## src/rtl/l1_burst_arbiter.sv

```systemverilog
`default_nettype none
// +----------------------------------------------------------------------------+
// | Module : l1_burst_arbiter                                                  |
// | Brief  : Round-robin arbiter sharing one L1 memory port among cache-side   |
// |          requesters, with in-order read-burst tracking and return routing. |
// | Rev    : 1.0                                                               |
// +----------------------------------------------------------------------------+
module l1_burst_arbiter #(
   parameter int NUM_REQ         = 3,
   parameter int MAX_OUTSTANDING = 4
) (
   input  logic                   clk,
   input  logic                   rst,
   input  logic [NUM_REQ-1:0]     req_request,
   input  logic [NUM_REQ*32-1:0]  req_addr,
   input  logic [NUM_REQ*32-1:0]  req_data,
   input  logic [NUM_REQ-1:0]     req_rnw,
   input  logic [NUM_REQ*4-1:0]   req_be,
   input  logic [NUM_REQ*5-1:0]   req_size,
   input  logic [NUM_REQ-1:0]     req_is_amo,
   input  logic [NUM_REQ*5-1:0]   req_amo,
   output logic [NUM_REQ-1:0]     req_ack,
   output logic                   mem_request,
   output logic [31:0]            mem_addr,
   output logic [31:0]            mem_data,
   output logic                   mem_rnw,
   output logic [3:0]             mem_be,
   output logic [4:0]             mem_size,
   output logic                   mem_is_amo,
   output logic [4:0]             mem_amo,
   input  logic                   mem_ack,
   input  logic                   mem_rd_data_valid,
   input  logic [31:0]            mem_rd_data,
   output logic [NUM_REQ-1:0]     rsp_data_valid,
   output logic [31:0]            rsp_data
);

   localparam int ID_W  = $clog2(NUM_REQ);
   localparam int PTR_W = $clog2(MAX_OUTSTANDING);
   localparam int CNT_W = PTR_W + 1;
   localparam logic [CNT_W-1:0] FULL_CNT = CNT_W'(MAX_OUTSTANDING);

   typedef enum logic [0:0] {IDLE = 1'b0, LOCKED = 1'b1} state_t;

   state_t            r_state, w_state_nxt;
   logic [ID_W-1:0]   r_grant, r_rr_ptr;
   logic [ID_W-1:0]   w_sel, w_g, w_ptr_nxt;
   logic [ID_W:0]     w_dist, w_best;
   logic              w_any, w_mem_req, w_fire, w_full, w_push, w_pop, w_beat;
   logic [NUM_REQ-1:0] w_elig;

   // Tracking FIFO: one entry per outstanding read burst
   logic [ID_W-1:0]   r_fifo_id   [MAX_OUTSTANDING];
   logic [4:0]        r_fifo_size [MAX_OUTSTANDING];
   logic [PTR_W-1:0]  r_wr_ptr, r_rd_ptr;
   logic [CNT_W-1:0]  r_count;
   logic [4:0]        r_word_cnt;

   // Per-requester request fields, unpacked for indexing by grant
   logic [31:0] w_addr_a [NUM_REQ];
   logic [31:0] w_data_a [NUM_REQ];
   logic [3:0]  w_be_a   [NUM_REQ];
   logic [4:0]  w_size_a [NUM_REQ];
   logic [4:0]  w_amo_a  [NUM_REQ];

   for (genvar i = 0; i < NUM_REQ; i++) begin : g_unpack
      assign w_addr_a[i] = req_addr[32*i +: 32];
      assign w_data_a[i] = req_data[32*i +: 32];
      assign w_be_a[i]   = req_be[4*i +: 4];
      assign w_size_a[i] = req_size[5*i +: 5];
      assign w_amo_a[i]  = req_amo[5*i +: 5];
   end

   // Full uses the registered count, so a same-cycle pop never unblocks a read
   assign w_full = (r_count == FULL_CNT);
   assign w_elig = req_request & ~(req_rnw & {NUM_REQ{w_full}});

   // Round-robin pick: eligible requester with the smallest distance from rr_ptr
   always_comb begin
      w_any  = 1'b0;
      w_sel  = '0;
      w_dist = '0;
      w_best = '0;
      for (int j = 0; j < NUM_REQ; j++) begin
         if (w_elig[j]) begin
            w_dist = (ID_W+1)'(j)
                   + ((ID_W'(j) < r_rr_ptr) ? (ID_W+1)'(NUM_REQ) : '0)
                   - {1'b0, r_rr_ptr};
            if (!w_any || (w_dist < w_best)) begin
               w_best = w_dist;
               w_sel  = ID_W'(j);
               w_any  = 1'b1;
            end
         end
      end
   end

   // Next-state and grant source: live selection in IDLE, frozen grant in LOCKED
   always_comb begin
      w_state_nxt = r_state;
      w_g         = w_sel;
      w_mem_req   = 1'b0;
      case (r_state)
         IDLE: begin
            w_g       = w_sel;
            w_mem_req = w_any;
            if (w_any && !mem_ack) w_state_nxt = LOCKED;
         end
         LOCKED: begin
            w_g       = r_grant;
            w_mem_req = 1'b1;
            if (mem_ack) w_state_nxt = IDLE;
         end
         default: w_state_nxt = IDLE;
      endcase
   end

   assign mem_request = w_mem_req & ~rst;
   assign w_fire      = mem_request & mem_ack;
   assign req_ack     = w_fire ? (NUM_REQ'(1) << w_g) : '0;
   assign w_ptr_nxt   = (w_g == ID_W'(NUM_REQ - 1)) ? '0 : w_g + 1'b1;

   assign mem_addr   = w_addr_a[w_g];
   assign mem_data   = w_data_a[w_g];
   assign mem_rnw    = req_rnw[w_g];
   assign mem_be     = w_be_a[w_g];
   assign mem_size   = w_size_a[w_g];
   assign mem_is_amo = req_is_amo[w_g];
   assign mem_amo    = w_amo_a[w_g];

   // Arbitration state: FSM, frozen grant and round-robin pointer
   always_ff @(posedge clk) begin
      if (rst) begin
         r_state  <= IDLE;
         r_grant  <= '0;
         r_rr_ptr <= '0;
      end else begin
         r_state <= w_state_nxt;
         if (r_state == IDLE && w_any && !mem_ack) r_grant <= w_sel;
         if (w_fire) r_rr_ptr <= w_ptr_nxt;
      end
   end

   // Read-return routing follows the head of the tracking FIFO
   assign w_push         = w_fire & mem_rnw;
   assign w_beat         = mem_rd_data_valid & (r_count != '0) & ~rst;
   assign w_pop          = w_beat & (r_word_cnt == r_fifo_size[r_rd_ptr]);
   assign rsp_data_valid = w_beat ? (NUM_REQ'(1) << r_fifo_id[r_rd_ptr]) : '0;
   assign rsp_data       = mem_rd_data;

   // FIFO pointers, occupancy and per-burst word counter
   always_ff @(posedge clk) begin
      if (rst) begin
         r_wr_ptr   <= '0;
         r_rd_ptr   <= '0;
         r_count    <= '0;
         r_word_cnt <= '0;
      end else begin
         if (w_push) r_wr_ptr <= r_wr_ptr + 1'b1;
         if (w_pop)  r_rd_ptr <= r_rd_ptr + 1'b1;
         r_count <= r_count + CNT_W'(w_push) - CNT_W'(w_pop);
         if (w_beat) r_word_cnt <= w_pop ? 5'd0 : r_word_cnt + 5'd1;
      end
   end

   // FIFO payload storage; contents are meaningful only below the count
   always_ff @(posedge clk) begin
      if (w_push) begin
         r_fifo_id[r_wr_ptr]   <= w_g;
         r_fifo_size[r_wr_ptr] <= w_size_a[w_g];
      end
   end

   // A returned word with nothing outstanding indicates a memory-side protocol error
   a_no_orphan_beat: assert property (@(posedge clk) disable iff (rst)
      !(mem_rd_data_valid && (r_count == '0)));

endmodule
`default_nettype wire
```

## config.mk

```make
export PLATFORM = sky130hd
export DESIGN_NAME = l1_burst_arbiter
export DESIGN_NICKNAME = d
export VERILOG_FILES = /design/src/rtl/l1_burst_arbiter.sv
export SDC_FILE = /design/constraint.sdc
export NUM_CORES = 1
export LEC_CHECK = 0
export BUFFER_PORTS_ARGS = -buffer_cell sky130_fd_sc_hd__buf_2
export CAP_MARGIN = 40
export CELL_PAD_IN_SITES_DETAIL_PLACEMENT = 1
export CELL_PAD_IN_SITES_GLOBAL_PLACEMENT = 1
export CORE_AREA = 2 2 154 156
export CTS_CLUSTER_DIAMETER = 150
export DETAILED_ROUTE_END_ITERATION = 8
export DIE_AREA = 0 0 156 158
export GPL_TIMING_DRIVEN = 0
export PLACE_DENSITY = 0.69
export SLEW_MARGIN = 40
export SYNTH_ARGS = -nofsm -noshare
export SYNTH_HDL_FRONTEND = slang
export SYNTH_SLANG_ARGS = --single-unit
```

## constraint.sdc

```tcl
create_clock -name clk -period 4.2 [get_ports clk]
set_clock_uncertainty 0.15 [all_clocks]
set_input_delay 0.84 -clock clk [delete_from_list [all_inputs] [get_ports clk]]
set_output_delay 0.84 -clock clk [all_outputs]
set_load 0.03 [all_outputs]
```

==> impl_metrics.ini <==
[yosys]
synth-compound-area-share_pct = 15.1
ys_seq_elements = 47
seq_area_frac_synth_pct = 29.2
synth_edf_count = 28
synth_area_um2 = 4190
ys.flop_type = edfxtp_1
yosys.area_share.adder_pct = 3.17
synth_top_family_by_area = multiplexers
syn_inst = 485
synth_mux_area_share_pct = 23.9
synth.distinct_cells = 51
yosys.area_share.simple_pct = 16.4
yosysWarnings = 0
syn_nets = 774
synth-xor-area-share_pct = 1.67
avgSynthCellArea_um2 = 8.64
postSynth.asyncResetShare_pct = 0

[floorplanning]
dieArea_um2 = 24600
core_um2 = 23100
pin_count = 398
rows = 56
initial_core_util_pct = 18.2
die-width_um = 156
die_height_um = 158

[timing]
worst_slack_ns = 0.195
worstMarginPinSlew_ns = 0.611
period_share_pct = 95.4
rsz0062_at_grt = false
setup_viol = 0
period_minus_slack_ns = 4.01
hold_viol_final = 0
maxSlewViolCount = 0
fin_hold_ws_ns = 0.361
clock.fmax_mhz = 250
slew_headroom_pct = 59.2

[worst_hold_path]
hold_depth = 2
min_path_type = reg -> reg
hold_end = r_grant[1]
hold_start = r_grant[1]

[power]
p_leak_nw = 3.05
total_power_w = 0.00178
peakVddDrop_mv = 0.179
p_per_area_nw_per_um2 = 270

[setup_path]
critPathTopFamily = buffers and inverters
path_common_cell = buf_2
crit_required_ns = 3.21
r2r-end = r_count[2]
cp-end-kind = output pin
path_class = reg -> out
slowest_stage = dfxtp_1
cp_max_fo = 13
crit_arrival_ns = 3.02
r2r_start = r_rr_ptr[0]
reg2reg_slack_ns = 0.67
worstPathCellList = inv_1 > ha_1 > nor2b_2 > nand3_1 > and4_1 > mux2_2 > buf_2 > buf_4 > mux2i_1 > o21ai_2 > buf_2
worst-path-buf-inv = 4
reg2reg_depth = 14
cp-start-kind = flop
slowest_delay_ns = 0.36

[clocking]
cts_made_buffers = 5
worstSkewPairLatency_ns = 0.29
cts_sinks = 47
clk_pin_slew_ns = 0.07
tritoncts = yes
h-tree-depth = 2
root_buffer = clkbuf_16
hold_buffers = 0
clock_path_buffers = 2

[final_layout]
fin_cells = 1153
final_nets = 1150
syn2layout_area_growth_pct = 57.4
final_common_cell = buf_2
n_fill_cell = 2868
drive_above_1_share_pct = 52.0
layout_common_cells = buf_2 (369), nand2_1 (85), mux2i_1 (81)

[route]
drt_iter0_drc = 243
drc = 0
drt_wl_total_mm = 21.8
vias_per_cell = 4.31
drtAntennaViolNets = 0
vias = 4967
firstDrtPassIters = 4
wl_per_cell_um = 18.9

[global_routing]
grt_pass1_vias = 5093
grt-ovfl-total = 0
grt_max_degree = 18
grt_pass1_wl_mm = 30.9
gr-usage-all-layers_pct = 16.6
antenna_found_initial = 4

[outcome]
status = completed

[place]
place_hpwl_mm = 18.9
port-buffer-count = 364
dp_cells = 1139
dp_worst_setup_slack_ns = -0.366
gp_congestion = 0.811

[run]
maxCapViolCount = 0
==> flip-flops by register name (all words and copies together) (netlist names), named ones only <==
register / flops
r_fifo_size: 20
r_grant: 2
r_state: 1
r_rr_ptr: 2
r_fifo_id: 8
r_word_cnt: 5
r_count: 3
r_rd_ptr: 2
r_wr_ptr: 2
==> worst register-to-register path, delay by kind of cell (launching register included) <==
| family | cells | cell delay (ns) |
|---|---|---|
| AOI/OAI and AO/OA | 2 | 0.40 |
| xor gates and xnor gates | 2 | 0.32 |
| adders and majority gates | 3 | 0.92 |
| buffers and inverters | 3 | 0.53 |
| DFF | 1 | 0.36 |
| and+or+nand+nor | 4 | 0.74 |
==> final cells by class <==
class / instances / area [um2] / share of cell area [%]
antenna: 1 / 2.50 / 0.0379
buffer: 66 / 415 / 6.30
clock buffer: 5 / 125 / 1.90
clock inverter: 3 / 27.5 / 0.417
inverter: 10 / 37.5 / 0.569
multi-input combinational: 362 / 2540 / 38.6
sequential: 47 / 1220 / 18.5
tap: 290 / 363 / 5.50
timing repair buffer: 369 / 1860 / 28.2
==> power breakdown <==
| group | switching [W] | internal, W |
|---|---|---|
| logic | 0.000534 | 0.000311 |
| clock network | 0.000192 | 0.000227 |
| registers | 0.00000952 | 0.000505 |
| total | 0.000736 | 0.00104 |
==> worst max-delay path by stage <==
stage / from / to / slack [ns] / depth (start not counted)
floorplan: req_rnw[2] / mem_size[4] / 0.57 / 7
global placement: req_rnw[1] / mem_size[4] / -0.36 / 8
detailed placement: req_rnw[1] / mem_size[4] / -0.37 / 8
CTS: r_rr_ptr[0] / mem_size[1] / 0.002 / 11
global route: r_rr_ptr[0] / mem_size[0] / 0.02 / 11
finish: r_rr_ptr[0] / mem_size[0] / 0.19 / 11
==> cell usage after synthesis (2+ instances only) <==
| library cell | number | share of area, % |
|---|---|---|
| nand2_1 | 85 | 7.6 |
| mux2i_1 | 81 | 19 |
| o21ai_1 | 73 | 8.7 |
| buf_4 | 39 | 7.0 |
| edfxtp_1 | 28 | 20 |
| clkbuf_1 | 19 | 1.7 |
| dfxtp_1 | 19 | 9.1 |
| nor2_1 | 14 | 1.3 |
| o21ai_0 | 14 | 1.7 |
| inv_1 | 10 | 0.90 |
| ha_1 | 9 | 2.7 |
| mux4_2 | 7 | 3.8 |
| nand3_1 | 7 | 0.84 |
| xnor2_1 | 7 | 1.5 |
| a21oi_1 | 6 | 0.72 |
| and2_1 | 6 | 0.90 |
| nor2b_1 | 6 | 0.90 |
| nor4_1 | 6 | 0.90 |
| buf_2 | 5 | 0.60 |
| nand2b_1 | 5 | 0.75 |
| a211oi_1 | 2 | 0.36 |
| a21o_1 | 2 | 0.36 |
| buf_1 | 2 | 0.18 |
| mux2_1 | 2 | 0.54 |
| nand4bb_2 | 2 | 0.78 |
| nor3_1 | 2 | 0.24 |
| nor4b_1 | 2 | 0.42 |
| or2_1 | 2 | 0.30 |
==> per-stage QoR <==
step | cell area, um2 | util [%] | setup TNS [ns]
global placement | 6370 | 27.6 | -0.522
CTS | 6580 | 28.5 | 0
global route | 6600 | 28.6 | 0
finish | 6600 | 28.6 | 0
detailed placement | 6370 | 27.6 | -0.760
floorplan | 4190 | - | 0
==> routing by layer <==
metal  global-route usage, %  share of wire [%]  vias up
met3                    2.96                6.5       11
met1                    21.2                 40     2330
met4                    2.40               0.68        0
met2                    29.8                 52      183
met5                       0                  0        -
li1                        -                  -     2443
==> timing repair <==
item,CTS,global route
setup endpoints to repair,15,11
pin swaps,1,1
gates resized for setup,7,7
buffers inserted,4,1
==> kinds of logic after synthesis <==
| family | count (synthesis) |
|---|---|
| and+or+nand+nor | 145 |
| AOI/OAI and AO/OA | 108 |
| muxes | 91 |
| buffers and inverters | 76 |
| DFF | 47 |
| adders and majority gates | 10 |
| xor gates and xnor gates | 8 |
Note: power is estimated with default switching activity, not from simulation.
